## src/rtl/ctrl_pkg.sv

```systemverilog
`default_nettype none
// ============================================================================
// ctrl_pkg: bundle widths, control bit positions, forwarding encodings
// Rev 1.0
// ============================================================================
package ctrl_pkg;

    localparam int EX_W  = 3;
    localparam int MEM_W = 3;
    localparam int WB_W  = 2;

    // ex_ctrl = {AluSrc, AluOp[1:0]}
    localparam int ALUSRC   = 2;
    localparam int ALUOP    = 0;
    localparam int ALUOP_W  = 2;
    // mem_ctrl = {dataMemRead, dataMemWrite, Branch}
    localparam int MEMREAD  = 2;
    localparam int MEMWRITE = 1;
    localparam int BRANCH   = 0;
    // wb_ctrl = {MemtoReg, regwrite}
    localparam int MEMTOREG = 1;
    localparam int REGWRITE = 0;

    typedef enum logic [1:0] {
        FWD_RF  = 2'b00,
        FWD_WB  = 2'b01,
        FWD_MEM = 2'b10
    } fwd_e;

endpackage
`default_nettype wire

```

## src/rtl/ctrl_pipeline_hazard.sv

```systemverilog
`default_nettype none
// ============================================================================
// hazard_unit: combinational flush/stall detection and EX operand forwarding
// Option: CTRL_PIPE_FWD_EN enables forwarding (load-use stalls only). Rev 1.0
// ============================================================================
module hazard_unit
    import ctrl_pkg::*;
#(
    parameter int REG_AW = 5
) (
    input  logic              id_valid,
    input  logic [REG_AW-1:0] id_rs1,
    input  logic [REG_AW-1:0] id_rs2,
    input  logic              id_use_rs1,
    input  logic              id_use_rs2,
    input  logic              ex_valid,
    input  logic              ex_regwrite,
    input  logic              ex_memread,
    input  logic [REG_AW-1:0] ex_rd,
    input  logic [REG_AW-1:0] ex_rs1,
    input  logic [REG_AW-1:0] ex_rs2,
    input  logic              ex_use_rs1,
    input  logic              ex_use_rs2,
    input  logic              mem_valid,
    input  logic              mem_regwrite,
    input  logic              mem_branch,
    input  logic [REG_AW-1:0] mem_rd,
    input  logic              wb_valid,
    input  logic              wb_regwrite,
    input  logic [REG_AW-1:0] wb_rd,
    input  logic              branch_taken,
    output logic              stall,
    output logic              flush,
    output logic [1:0]        fwd_a,
    output logic [1:0]        fwd_b
);

    logic ex_wr;
    logic mem_wr;
    logic dep_ex;
    logic hazard;

    assign ex_wr  = ex_valid & ex_regwrite & (ex_rd != '0);
    assign mem_wr = mem_valid & mem_regwrite & (mem_rd != '0);
    assign dep_ex = id_valid & ex_wr & ((id_use_rs1 & (id_rs1 == ex_rd)) |
                                        (id_use_rs2 & (id_rs2 == ex_rd)));
    assign flush  = mem_valid & mem_branch & branch_taken;

`ifdef CTRL_PIPE_FWD_EN
    logic wb_wr;
    logic unused_mem_only;

    assign wb_wr           = wb_valid & wb_regwrite & (wb_rd != '0);
    assign hazard          = dep_ex & ex_memread;
    assign unused_mem_only = 1'b0;

    // MEM result is younger than WB, so it wins when both match
    always_comb begin
        fwd_a = FWD_RF;
        fwd_b = FWD_RF;
        if (ex_valid & ex_use_rs1 & mem_wr & (mem_rd == ex_rs1)) begin
            fwd_a = FWD_MEM;
        end else if (ex_valid & ex_use_rs1 & wb_wr & (wb_rd == ex_rs1)) begin
            fwd_a = FWD_WB;
        end
        if (ex_valid & ex_use_rs2 & mem_wr & (mem_rd == ex_rs2)) begin
            fwd_b = FWD_MEM;
        end else if (ex_valid & ex_use_rs2 & wb_wr & (wb_rd == ex_rs2)) begin
            fwd_b = FWD_WB;
        end
    end
`else
    logic dep_mem;
    logic unused_fwd_inputs;

    // WB is not checked: the register file writes through to the read port
    assign dep_mem = id_valid & mem_wr & ((id_use_rs1 & (id_rs1 == mem_rd)) |
                                          (id_use_rs2 & (id_rs2 == mem_rd)));
    assign hazard  = dep_ex | dep_mem;
    assign fwd_a   = FWD_RF;
    assign fwd_b   = FWD_RF;
    assign unused_fwd_inputs = ^{ex_memread, ex_rs1, ex_rs2, ex_use_rs1, ex_use_rs2,
                                 wb_valid, wb_regwrite, wb_rd};
`endif

    assign stall = hazard & ~flush;

endmodule
`default_nettype wire

```

## src/rtl/ctrl_pipeline.sv

```systemverilog
`default_nettype none
// ============================================================================
// ctrl_pipeline: ID->EX->MEM->WB control pipeline with stall, flush, counter
// Option: CTRL_PIPE_FWD_EN enables forwarding in hazard_unit.        Rev 1.0
// ============================================================================
module ctrl_pipeline
    import ctrl_pkg::*;
#(
    parameter int REG_AW = 5,
    parameter int CNT_W  = 16
) (
    input  logic              clk,
    input  logic              rst_n,
    input  logic              id_valid,
    input  logic [EX_W-1:0]   id_ex_ctrl,
    input  logic [MEM_W-1:0]  id_mem_ctrl,
    input  logic [WB_W-1:0]   id_wb_ctrl,
    input  logic [REG_AW-1:0] id_rs1,
    input  logic [REG_AW-1:0] id_rs2,
    input  logic [REG_AW-1:0] id_rd,
    input  logic              id_use_rs1,
    input  logic              id_use_rs2,
    input  logic              branch_taken,
    output logic              ex_valid,
    output logic [EX_W-1:0]   ex_ctrl,
    output logic [REG_AW-1:0] ex_rd,
    output logic              mem_valid,
    output logic [MEM_W-1:0]  mem_ctrl,
    output logic [REG_AW-1:0] mem_rd,
    output logic              wb_valid,
    output logic [WB_W-1:0]   wb_ctrl,
    output logic [REG_AW-1:0] wb_rd,
    output logic              stall,
    output logic              flush,
    output logic [1:0]        fwd_a,
    output logic [1:0]        fwd_b,
    output logic [CNT_W-1:0]  bubble_cnt
);

    typedef struct packed {
        logic              valid;
        logic [EX_W-1:0]   ex;
        logic [MEM_W-1:0]  mem;
        logic [WB_W-1:0]   wb;
        logic [REG_AW-1:0] rd;
        logic [REG_AW-1:0] rs1;
        logic [REG_AW-1:0] rs2;
        logic              use_rs1;
        logic              use_rs2;
    } ex_stage_t;

    typedef struct packed {
        logic              valid;
        logic [MEM_W-1:0]  mem;
        logic [WB_W-1:0]   wb;
        logic [REG_AW-1:0] rd;
    } mem_stage_t;

    typedef struct packed {
        logic              valid;
        logic [WB_W-1:0]   wb;
        logic [REG_AW-1:0] rd;
    } wb_stage_t;

    ex_stage_t        ex_d, ex_q;
    mem_stage_t       mem_d, mem_q;
    wb_stage_t        wb_d, wb_q;
    logic [CNT_W-1:0] bubble_cnt_d, bubble_cnt_q;

    hazard_unit #(.REG_AW(REG_AW)) u_hazard (
        .id_valid     (id_valid),
        .id_rs1       (id_rs1),
        .id_rs2       (id_rs2),
        .id_use_rs1   (id_use_rs1),
        .id_use_rs2   (id_use_rs2),
        .ex_valid     (ex_q.valid),
        .ex_regwrite  (ex_q.wb[REGWRITE]),
        .ex_memread   (ex_q.mem[MEMREAD]),
        .ex_rd        (ex_q.rd),
        .ex_rs1       (ex_q.rs1),
        .ex_rs2       (ex_q.rs2),
        .ex_use_rs1   (ex_q.use_rs1),
        .ex_use_rs2   (ex_q.use_rs2),
        .mem_valid    (mem_q.valid),
        .mem_regwrite (mem_q.wb[REGWRITE]),
        .mem_branch   (mem_q.mem[BRANCH]),
        .mem_rd       (mem_q.rd),
        .wb_valid     (wb_q.valid),
        .wb_regwrite  (wb_q.wb[REGWRITE]),
        .wb_rd        (wb_q.rd),
        .branch_taken (branch_taken),
        .stall        (stall),
        .flush        (flush),
        .fwd_a        (fwd_a),
        .fwd_b        (fwd_b)
    );

    // Bubbles are all-zero, so regwrite and dataMemWrite are never set in them
    always_comb begin
        ex_d          = '0;
        mem_d         = '0;
        wb_d          = '0;
        wb_d.valid    = mem_q.valid;
        wb_d.wb       = mem_q.wb;
        wb_d.rd       = mem_q.rd;
        mem_d.valid   = ex_q.valid;
        mem_d.mem     = ex_q.mem;
        mem_d.wb      = ex_q.wb;
        mem_d.rd      = ex_q.rd;
        if (id_valid) begin
            ex_d.valid   = 1'b1;
            ex_d.ex      = id_ex_ctrl;
            ex_d.mem     = id_mem_ctrl;
            ex_d.wb      = id_wb_ctrl;
            ex_d.rd      = id_rd;
            ex_d.rs1     = id_rs1;
            ex_d.rs2     = id_rs2;
            ex_d.use_rs1 = id_use_rs1;
            ex_d.use_rs2 = id_use_rs2;
        end
        if (flush) begin
            ex_d  = '0;
            mem_d = '0;
        end else if (stall) begin
            ex_d  = '0;
        end
    end

    always_comb begin
        bubble_cnt_d = bubble_cnt_q;
        if ((stall | flush) && (bubble_cnt_q != {CNT_W{1'b1}})) begin
            bubble_cnt_d = bubble_cnt_q + CNT_W'(1);
        end
    end

    always_ff @(posedge clk or negedge rst_n) begin
        if (!rst_n) begin
            ex_q         <= '0;
            mem_q        <= '0;
            wb_q         <= '0;
            bubble_cnt_q <= '0;
        end else begin
            ex_q         <= ex_d;
            mem_q        <= mem_d;
            wb_q         <= wb_d;
            bubble_cnt_q <= bubble_cnt_d;
        end
    end

    assign ex_valid   = ex_q.valid;
    assign ex_ctrl    = ex_q.ex;
    assign ex_rd      = ex_q.rd;
    assign mem_valid  = mem_q.valid;
    assign mem_ctrl   = mem_q.mem;
    assign mem_rd     = mem_q.rd;
    assign wb_valid   = wb_q.valid;
    assign wb_ctrl    = wb_q.wb;
    assign wb_rd      = wb_q.rd;
    assign bubble_cnt = bubble_cnt_q;

endmodule
`default_nettype wire

```

## config.mk

```make
export PLATFORM = sky130hd
export DESIGN_NAME = ctrl_pipeline
export DESIGN_NICKNAME = d
export VERILOG_FILES = /design/src/rtl/ctrl_pkg.sv /design/src/rtl/ctrl_pipeline_hazard.sv /design/src/rtl/ctrl_pipeline.sv
export SDC_FILE = /design/constraint.sdc
export NUM_CORES = 1
export LEC_CHECK = 0
export ABC_AREA = 1
export CORE_MARGIN = 4
export CORE_UTILIZATION = 60
export CTS_CLUSTER_DIAMETER = 80
export DETAILED_ROUTE_END_ITERATION = 8
export DONT_BUFFER_PORTS = 1
export PLACE_DENSITY = 0.75
export SETUP_SLACK_MARGIN = 0.2
export SLEW_MARGIN = 20
export SYNTH_ARGS = -nofsm -noshare
export SYNTH_HDL_FRONTEND = slang
export SYNTH_SLANG_ARGS = --single-unit
```

## constraint.sdc

```tcl
create_clock -name clk -period 3.17 [get_ports clk]
set_clock_uncertainty 0.15 [all_clocks]
set_input_delay 0.634 -clock clk [delete_from_list [all_inputs] [get_ports clk]]
set_output_delay 0.634 -clock clk [all_outputs]
set_load 0.1 [all_outputs]
```

==> results of run 1 <==
worst max path at each step:
stage                    from  endpoint  slack [ps]  depth (start not counted)
finish              mem_valid     stall         530                          5
global route        mem_valid     stall         440                          5
CTS                 mem_valid     stall         510                          5
detailed placement  id_rs1[0]     stall         800                          8
global placement    id_rs1[0]     stall         830                          8
floorplan           mem_valid     stall         240                          3
where the power goes:
| part | internal, W | leakage [nW] | switching (W) | total (W) |
|---|---|---|---|---|
| Clock | 0.000161 | 0.0487 | 0.000225 | 0.000386 |
| Sequential | 0.000663 | 0.644 | 0.000111 | 0.000775 |
| Combinational | 0.0000780 | 1.04 | 0.000309 | 0.000387 |
| Total | 0.000902 | 1.74 | 0.000645 | 0.00155 |
cell usage in the layout (no fill, tap or decap), drive strengths merged:
cell      instances
nand3            26
dfrtp            49
o21ai             1
clkbuf            5
clkinv            2
a21oi             1
nor2             30
nand2           131
buf              32
xor2              8
xnor2             3
ha                1
clkinvlp          1
inv              59
nand4             7
conb              4
nor3              4
what timing repair did:
item	CTS	global route
endpoints found under the hold margin	49	0
buffers inserted	0	0
hold buffers	1	0
registers in the layout, indices dropped and copies added, names as in the netlist:
signal	cells
bubble_cnt	16
ex_ctrl	3
ex_q	5
ex_rd	5
ex_valid	1
mem_ctrl	3
mem_q	2
mem_rd	5
mem_valid	1
wb_ctrl	2
wb_rd	5
wb_valid	1
worst max-delay path, cell delays in order (launching register included):
cell	delay, ps
dfrtp_2	630
nand3_1	170
buf_4	230
clkinvlp_4	170
a21oi_4	150
buf_12	190
kinds of logic after synthesis:
group / after synthesis
xor+xnor: 11
other cells: 1
fa+ha+maj: 1
buf+inv: 86
simple gates: 198
compound gates: 2
flops: 49
final cells by class:
cell class,instances,area [sq um],area share [%]
Sequential cell,49,1227,41.59
Clock inverter,3,26.28,0.8902
Clock buffer,5,68.82,2.331
Timing Repair Buffer,32,285.3,9.665
Tap cell,52,65.06,2.204
Inverter,59,225.2,7.630
Multi-Input combinational cell,216,1054,35.69
routing by layer:
metal  global-route usage [%]  up-vias  part of all wire [%]
li1                         -     1037                     -
met1                    26.33      916                    43
met2                    31.33       69                    46
met3                    7.610       11                   9.2
met4                    7.708        0                   1.9
met5                        0        -                     0
per-stage QoR:
stage               power, W  hold WS (ps)  area, sq um  util, %  std cells
floorplan           0.001113         181.2         2729        -        351
global placement    0.001151         183.3         2829    64.97        407
detailed placement  0.001160         189.6         2829    64.97        407
CTS                 0.001564         18.97         2952    67.79        416
global route        0.001627         14.88         2952    67.79        416
finish              0.001547         14.59         2952    67.79        416
==> impl_metrics.ini, run 1 <==
[clock_tree]
clk_pin_slew_ps = 100
tritoncts = built
worstSkewPairLatency_ps = 310
cts-root-buf = clkbuf_8
cts_max_level = 2
cts_made_buffers = 5
cts_buffer_depth = 2
cts_resized = 0
numClockSinks = 49

[synth]
synth.top_cell.area_share_pct = 45.39
synth-xor-area-share_pct = 3.566
ys_top_cells_by_count = 129 x nand2_1, 49 x dfrtp_1, 49 x inv_1, 25 x nor2_1, 23 x buf_4
synth_warnings = 0
synth_edf_count = 0
muxShareOfSynthArea_pct = 0
synth_compound_area_share_pct = 0.3705
syn_inst = 348
synth_cell_types = 25
async_flop_share_pct = 100.0
synth-seq-area-share_pct = 45.39
netlist_top_cells_area = dfrtp_1 45%, nand2_1 18%, inv_1 6.8%
dominantRegCellSynth = dfrtp_1
synth_fa_ha_area_share_pct = 0.4632
synth-seq-cells = 49
synth_top_family_by_area = simple AND/OR/NAND/NOR gates
avgSynthCellArea_sq_um = 7.762
post-synth-top-area-cell = dfrtp_1
yosys.area_share.simple_pct = 33.63
syn_area_sq_mm = 0.002701
synth.most_common_cell = nand2_1

[sta]
timing.final.crit_share_pct = 83.23
rsz0062_at_grt = false
tightest_slew_ps = 896.8
setup_viol = 0
slew_headroom_pct = 40.25
clock.fmax_mhz = 379.0
hold_violations = 0
period_minus_slack_ps = 2638
fin_tns_setup_ps = 0
drv_slew = 0
timing.final.ws_setup_ps = 531.7

[detailed_routing]
postRouteWirelength_mm = 5.311
drtIter0Drc = 135
post_drt_wl_per_cell_microns = 12.77
first_pass_iters = 4
vias = 2033
detail-route-antenna-nets = 0
drt-vias-per-instance = 4.887
post-route-drc-count = 0

[place]
port_buffers = 0
dp_hpwl_mm = 3.936
gp_congestion = 0.8937
dp_slack_ps = 804.0

[worst_setup_path]
crit_required_ps = 2390
worstPathMaxFanout = 13
cp.arrival_ps = 1850
rr_startpoint = bubble_cnt[12]
critPathKind = reg2out
reg2regPathDepth = 7
reg2reg_to = bubble_cnt[2]
cp-start-kind = flip-flop
crit_path_end_kind = output port
r2r_slack_ps = 950

[power_and_ir_drop]
leakage_nw = 1.736
ir_worst_vdd_mv = 0.3296
p_per_area_mw_per_mm2 = 524.1

[run]
drv_cap = 0

[floorplan]
initial_core_util_pct = 62.04
io_pins = 77
die_y_microns = 75.10
rows = 24
die_x_microns = 75.10
fp.coreArea_sq_mm = 0.004354
die_area_sq_mm = 0.005640

[global_route]
antenna_found_initial = 0
first_global_vias = 1885
grt_max_degree = 50
overflow = 0
grt_usage_pct = 20.43
grt_pass1_wl_mm = 8.652

[hold_path]
worstHoldPathType = in2async

[final_layout]
insertedDiodeCount = 0
drive_gt1_share_pct = 20.05
fin_nets = 393
num-fill-cells = 364
area_growth_pct = 9.264

[run_status]
status = complete, no violations
Note: power is estimated with default switching activity, not from simulation.
==> inputs of run 2 (changes only) <==
- CORE_UTILIZATION: 60 -> 57
- PLACE_DENSITY: 0.75 -> 0.74
- clock period: 3.17 -> 2.22 ns (I/O delays scaled with it)
==> impl_metrics.ini, run 2 (same netlist as run 1, synthesis figures left out) <==
[final_layout]
fin_util_pct = 73.63
multi_input_area_sq_mm = 0.001101
fin_nets = 422
largest_reg_flops = 16
num-fill-cells = 335
insertedDiodeCount = 0
mostFrequentLayoutCells = 126 x nand2_1, 55 x buf_4, 48 x inv_1, 27 x dfrtp_1, 22 x nor2_1
drive_gt1_share_pct = 33.33
seq_area_sq_mm = 0.001261
finalNonFillerCells = 445
area_growth_pct = 21.95
final_common_cell = nand2_1

[floorplan]
die_area_sq_mm = 0.005904
die_x_microns = 76.84
io_pins = 77
rows = 24
fp.coreArea_sq_mm = 0.004474
initial_core_util_pct = 60.37
die_y_microns = 76.84

[global_route]
grt_usage_pct = 20.44
overflow = 0
first_global_vias = 2028
grt_pass1_wl_mm = 9.722
grt_max_degree = 50
antenna_found_initial = 0

[clock_tree]
clk_pin_slew_ps = 100
tritoncts = built
cts_max_level = 2
worstSkewPairLatency_ps = 310
cts-root-buf = clkbuf_8
numClockSinks = 49
cts_buffer_depth = 2
cts_made_buffers = 5

[detailed_routing]
postRouteWirelength_mm = 5.885
post_drt_wl_per_cell_microns = 13.22
detail-route-antenna-nets = 0
drtIter0Drc = 116
first_pass_iters = 4
vias = 2182
post-route-drc-count = 0
drt-vias-per-instance = 4.903

[worst_setup_path]
cp-start-kind = flip-flop
crit_required_ps = 1630
critPathTopFamily = simple AND/OR/NAND/NOR gates
crit_path_end_kind = output port
r2r_slack_ps = 330
rr_startpoint = ex_rd[0]
crit_start = ex_rd[0]
reg2reg_to = bubble_cnt[1]
setup.worst_path.end = stall
max_stage_delay_ps = 470
cp.arrival_ps = 1630
reg2regPathDepth = 11
worstPathMaxFanout = 6
path_depth = 8
slowest_stage = dfrtp_2
critPathKind = reg2out
crit_buf_inv = 1
crit_chain = nand2_1 > nand2_1 > nor2_1 > nand3_2 > nand2_2 > nand2_2 > a21oi_4 > buf_12

[place]
dp_hpwl_mm = 4.171
gp_congestion = 0.8760
port_buffers = 0
dp.cells = 423

[run]
drv_cap = 0

[power_and_ir_drop]
ir_worst_vdd_mv = 0.5501
combPwrFrac_pct = 30.1
p_per_area_mw_per_mm2 = 730.2
power_frac_clock_pct = 28.0
seq_power_share_pct = 41.9
power_switching_w = 0.0009272
internal_power_w = 0.001478
leakage_nw = 1.880
p_sw_share_pct = 38.55

[sta]
whs_ps = 76.42
drv_slew = 0
period_minus_slack_ps = 2229
timing.final.ws_setup_ps = -8.908
rsz0062_at_grt = true
clock.fmax_mhz = 448.7
timing.final.crit_share_pct = 100.4
setup_viol = 1
hold_violations = 0

[hold_path]
worstHoldPathType = in2reg
hold_path_depth = 2

[run_status]
status = finished with violations
violations = setup timing
-- run 2: worst register-to-register path, delay by kind of cell (launching register included) --
family | cells | cell delay [ps]
AND/OR/NAND/NOR | 7 | 610
flip-flops | 1 | 470
buffers and inverters | 4 | 530
-- run 2: cell type report --
class                           count  area share [%]
Sequential cell                    49           38.28
Multi-Input combinational cell    216           33.42
Timing Repair Buffer               61           15.84
Inverter                           59           6.836
Clock buffer                        6           2.507
Tap cell                           52           1.975
Clock inverter                      2           1.139
-- run 2: worst min path at each step --
stage | from | slack (ps) | to
after floorplan | rst_n | -2 | bubble_cnt[10]
after global placement | rst_n | -0.4 | wb_rd[1]
after detailed placement | rst_n | -0.1 | wb_rd[3]
after CTS | id_rd[1] | 70 | ex_rd[1]
after global routing | id_rd[1] | 70 | ex_rd[1]
final | id_rd[1] | 80 | ex_rd[1]
-- run 2: per-layer routing --
metal	routed length [microns]	vias to the layer above	global-route usage (%)
li1	-	1096	-
met1	2402	981	26.25
met2	2835	91	31.97
met3	539	14	7.494
met4	108	0	6.703
met5	0	-	0
-- run 2: stage by stage --
step	total power (W)	setup WS, ps	TNS, ps	area [sq um]
CTS	0.002410	-34.09	-34.09	3201
detailed placement	0.001699	221.5	0	2989
global placement	0.001685	243.1	0	2989
floorplan	0.001605	-332.0	-332.0	2769
global route	0.002525	-116.9	-116.9	3294
finish	0.002406	-8.908	-8.908	3294
-- run 2: power groups by stage --
stage	clock, W	sequential, W	combinational (W)
4_1_cts	0.000692	0.00101	0.000712
3_5_place_dp	0	0.00102	0.000676
6_report	0.000674	0.00101	0.000724
3_3_place_gp	0	0.00102	0.000664
2_1_floorplan	0	0.00127	0.000338
5_1_grt	0.000739	0.00102	0.000770
-- run 2: timing repair --
item / 4_1_cts / 5_1_grt
hold buffers: 2 / 0
setup endpoints to repair: 1 / 21
setup buffers: 6 / 6
endpoints found under the hold margin: 49 / 0
gates cloned: 0 / 0
gates resized for setup: 6 / 11
pin swaps: 10 / 9
==> inputs of run 3 (changes only) <==
- GPL_ROUTABILITY_DRIVEN: unset -> 0
- RECOVER_POWER: unset -> 25
- SKIP_CTS_REPAIR_TIMING: unset -> 1
==> impl_metrics.ini, run 3 (same netlist as run 1, synthesis figures left out) <==
[sta]
timing.final.ws_setup_ps = -25.10
timing.final.crit_share_pct = 101.1
rsz0062_at_grt = true
whs_ps = 100.5
tightest_slew_ps = 1220
period_minus_slack_ps = 2245
setup_viol = 1
clock.fmax_mhz = 445.4
hold_violations = 0
slew_headroom_pct = 18.70
drv_slew = 0

[worst_setup_path]
cp-start-kind = flip-flop
rr_startpoint = bubble_cnt[1]
worstPathMaxFanout = 5
crit_path_end_kind = output port
cp.arrival_ps = 1650
crit_start = ex_rd[1]
crit_required_ps = 1630
critPathKind = reg2out

[global_route]
overflow = 0
grt_max_degree = 50
grt_pass1_wl_mm = 8.914
first_global_vias = 1869
grt_usage_pct = 18.91
antenna_found_initial = 0

[detailed_routing]
first_pass_iters = 4
post-route-drc-count = 0
vias = 2060
post_drt_wl_per_cell_microns = 12.67
detail-route-antenna-nets = 0
drtIter0Drc = 136
drt-vias-per-instance = 4.703
postRouteWirelength_mm = 5.548

[floorplan]
die_area_sq_mm = 0.005904
die_y_microns = 76.84
io_pins = 77
fp.coreArea_sq_mm = 0.004474
die_x_microns = 76.84
initial_core_util_pct = 60.37
rows = 24

[final_layout]
finalInstanceArea_sq_mm = 0.003127
largest_reg_flops = 16
drive_gt1_share_pct = 28.76
num-fill-cells = 381
fin_nets = 415
seq_area_sq_mm = 0.001259
final_common_cell = nand2_1
area_growth_pct = 15.75
multi_input_area_sq_mm = 0.001079
insertedDiodeCount = 0
mostFrequentLayoutCells = 127 x nand2_1, 48 x inv_1, 47 x buf_4, 29 x dfrtp_1, 24 x nor2_1

[clock_tree]
worstSkewPairLatency_ps = 290
tritoncts = built
clk_pin_slew_ps = 90
cts_made_buffers = 5
cts_max_level = 2
cts-root-buf = clkbuf_8
numClockSinks = 49
cts_buffer_depth = 2

[power_and_ir_drop]
p_per_area_mw_per_mm2 = 705.3
finalPower_w = 0.002205
leakage_nw = 1.801
ir_worst_vdd_mv = 0.6854

[place]
dp_slack_ps = 240.4
place_area_sq_mm = 0.002982
dp_hpwl_mm = 4.089
port_buffers = 0

[run_status]
violations = setup timing
status = finished with violations

[hold_path]
holdCritStartpoint = id_rd[0]
worstHoldPathType = in2reg

[run]
drv_cap = 0
run 3: cell types whose count changed in the layout (fill, tap and decap cells not counted), moves of 2 or more:
cell,delta
nor2_1,+2
dfrtp_2,-2
nand3_2,-2
nand3_1,+2
buf_4,-8
nor2_2,-2
dfrtp_1,+2
clkbuf_1,+6
run 3: worst paths after layout:
check / endpoint / slack (ps) / depth (start not counted)
worst max-delay path: stall / -30 / 9
worst min-delay path: ex_rd[0] / 100 / 2
worst max register to register: bubble_cnt[1] / 330 / 7
worst min register to register: wb_ctrl[1] / 210 / 0
max in group asynchronous: mem_valid / 260 / 2
min in group asynchronous: wb_rd[0] / 800 / 2
run 3: power by group:
group	internal (W)	switching, W	leakage, nW	total [W]
Sequential	0.000962	0.0000455	0.614	0.00101
Clock	0.000225	0.000277	0.0395	0.000501
Combinational	0.000132	0.000565	1.15	0.000696
run 3: layout make-up:
type,instances,area share (%)
clock buffers,8,2.561
inverters,59,7.203
multi-input cells,216,34.49
flip-flops and latches,49,40.26
well taps,52,2.081
repair buffers,54,13.41
run 3: routing by layer:
layer	vias to the layer above	global-route usage [%]	routed length [microns]
li1	1083	-	-
met1	918	25.87	2512
met2	57	29.27	2610
met3	2	6.206	410
met4	0	4.167	15
met5	-	0	0
run 3: critical path, stage by stage, from the launching register on:
cell     delay (ps)
dfrtp_1         480
inv_2            60
nand2_1          60
nand2_1          50
nor2_1           90
nand3_1         100
nand2_2         100
nand2_4          70
a21oi_4         170
buf_12          190
run 3: metrics by stage:
step,utilization (%),setup TNS (ps),std cells
final,69.88,-25.10,438
after global routing,69.88,-334.3,438
after CTS,68.43,-72.12,430
after detailed placement,66.64,0,422
after global placement,66.64,0,422
after floorplan,-,-332.0,351
==> patch: new RTL, flow settings as in run 1 <==
Put one more register stage on the output `bubble_cnt`, cleared by the reset. The value now appears one clock later. The other outputs are not delayed to match.
--- a/src/rtl/ctrl_pipeline.sv
+++ b/src/rtl/ctrl_pipeline.sv
@@ -157,5 +157,11 @@
     assign wb_ctrl    = wb_q.wb;
     assign wb_rd      = wb_q.rd;
-    assign bubble_cnt = bubble_cnt_q;
+    always_ff @(posedge clk or negedge rst_n) begin
+        if (!rst_n) begin
+            bubble_cnt <= '0;
+        end else begin
+            bubble_cnt <= bubble_cnt_q;
+        end
+    end
 
 endmodule
Behaviour: not the same (Yosys sat finds a counterexample within 4 cycles, from zero or initial values and one cycle with rst_n low).
==> patch against run 1 <==
Power up 35%; cell area up 12%; critical path depth up 3; count of clock-buffer cells in the layout up 7; via count up 5.0%; final cell count up 6.3%; sequential cell count up 16; area after synthesis up 11%; worst setup slack worse by 0.0027 ns; wire length up 6.5%; largest cell class unchanged; highest routed layer unchanged.
==> patch: results (changes against run 1) <==
[metrics] status: complete, no violations
[metrics] proportion of layout cells with a drive suffix above 1: 12.53% (-7.5 points)
[metrics] largest cells by area after synthesis: sky130_fd_sc_hd__dfrtp_1 (54%), sky130_fd_sc_hd__nand2_1 (16%), sky130_fd_sc_hd__inv_1 (7.5%), sky130_fd_sc_hd__buf_4 (5.8%), sky130_fd_sc_hd__nand3_1 (4.3%)
[metrics] Critical Path Slowest Stage Cell: sky130_fd_sc_hd__dfrtp_1
[metrics] share of synthesized area occupied by flip-flops and latches: 54.23% (+8.8 points)
[metrics] pin count of the biggest net entering global routing: 66 (+32%)
[metrics] number of distinct library cells after synthesis: 24 (-4.0%)
[metrics] clock-pin transition on the worst setup and hold timing paths: 0.07 ns (-0.03 ns)
[metrics] maximum cell stage delay along the critical path: 0.40 ns (-0.23 ns)
[metrics] count of hold buffers inserted by post-cts repair: 1 (unchanged)
[metrics] Synth Flop Type: sky130_fd_sc_hd__dfrtp_1
[metrics] Post-DP Area: 3058 µm² (+8.1%)
[metrics] highest fanout seen on the critical path: 5 (-8)
[metrics] IO buf count: 0 (unchanged)
[metrics] Synth async-reset ratio: 100.0% (unchanged)
[metrics] Starting DRT DRC Count: 72 (-47%)
[metrics] pin slew with the least headroom to its limit: 0.8932 ns (-0.003545 ns)
[metrics] worst reg2reg path startpoint: mem_rd[1]
[metrics] total setup buffers inserted after CTS: 0 (unchanged)
[metrics] Clk Tree Root Cell: sky130_fd_sc_hd__clkbuf_8
[metrics] 1st-pass router iterations: 5 (+1)
[metrics] antenna violations before repair: 0 (unchanged)
[metrics] Reg-to-Reg End: bubble_cnt_q[15]
[metrics] data arrival at the endpoint of the critical path: 1.86 ns
[metrics] family with the most delay on the worst path: buffers and inverters
[metrics] R2R cell count: 11 (+4)
[metrics] clock latency on the worst-skew pair: 0.33 ns (+0.02 ns)
[metrics] Reg2Reg Setup Slack: 1.03 ns (+0.08 ns)
[metrics] Post-DP HPWL: 4055 µm (+3.0%)
[metrics] WL per Instance: 12.80 µm (+0.27%)
[metrics] global-route total usage across every layer: 20.78% (+0.35 points)
[metrics] Hold/Removal Path Class: in -> async
[metrics] largest buffer count on any clock path: 2 (unchanged)
[metrics] CTS resizes: 0 (unchanged)
[metrics] diode count: 0 (unchanged)
[metrics] top post-synthesis cells by count: sky130_fd_sc_hd__nand2_1 (129), sky130_fd_sc_hd__dfrtp_1 (65), sky130_fd_sc_hd__inv_1 (60)
[metrics] switching power summed over all nets: 726.0 µW (+13%)
[metrics] via count of the first global-routing pass: 2,171 (+15%)
[metrics] total via count after detailed routing: 2,134 (+5.0%)
[metrics] global placement routability congestion: 0.8683 (-2.8%)
[metrics] CTS buffer count: 9 (+4)
[metrics] leading registers by flop count: bubble_cnt (16), bubble_cnt_q (16)
[metrics] number of nets in the layout: 400 (+1.8%)
[metrics] level count of the clock H-tree: 3 (+1)
[metrics] leak pwr: 0.001939 µW (+12%)
[metrics] first-pass GRT wire length: 9963 µm (+15%)
[metrics] maximum resistive drop on vdd: 0.0005228 V (+59%)
-- patch: how the worst max path moves through the flow --
stage              start  endpoint  slack, ns  cells past startpoint
2_1_floorplan  mem_valid     stall       0.31                      3
3_3_place_gp   id_rs2[0]     stall       0.87                      9
3_5_place_dp   id_rs2[0]     stall       0.85                      9
4_1_cts        mem_rd[1]     stall       0.51                      8
5_1_grt        mem_rd[1]     stall       0.40                      8
6_report       mem_rd[1]     stall       0.53                      8
-- patch: metrics by stage --
stage	worst slack, ns	hold slack, ns	std cells
after CTS	0.5130	0.02642	442
after floorplan	0.3117	0.1812	367
after global placement	0.8702	0.1828	425
after detailed placement	0.8508	0.1899	425
after global routing	0.4014	0.03106	442
final	0.5290	0.01430	442
-- patch: power by group through the flow --
stage	sequential, µW	combinational [µW]	clock, µW
after floorplan	1100	229	0
after global placement	1130	216	0
after detailed placement	1130	222	0
after CTS	1110	243	750
after global routing	1120	267	790
final	1110	240	739
-- patch: cells by family (layout without fill, tap and decap cells) --
group                      after synthesis  count (layout)  share of synthesized area [%]
buffers and inverters                   88              96                          14.18
and+or+nand+nor                        199             199                          28.49
adders and majority gates                1               1                         0.4171
DFF                                     65              65                          54.23
xor gates and xnor gates                 7               7                          2.044
other                                    1               4                         0.1250
AOI/OAI and AO/OA                        3               3                         0.5005
-- patch: routing by layer --
metal / vias up / track usage [%] / part of all wire [%]
li1: 1070 / - / -
met1: 982 / 25.78 / 43
met2: 71 / 33.79 / 48
met3: 11 / 6.236 / 7.2
met4: 0 / 8.916 / 1.8
met5: - / 0 / 0
-- patch: area by class of cell --
class / count / area, µm²
clock buffer: 12 / 165.2
clock inverter: 4 / 50.05
fill: 405 / 1485
inverter: 62 / 236.5
multi-input combinational: 214 / 969.7
sequential: 65 / 1628
tap: 67 / 83.83
timing repair buffer: 18 / 167.7
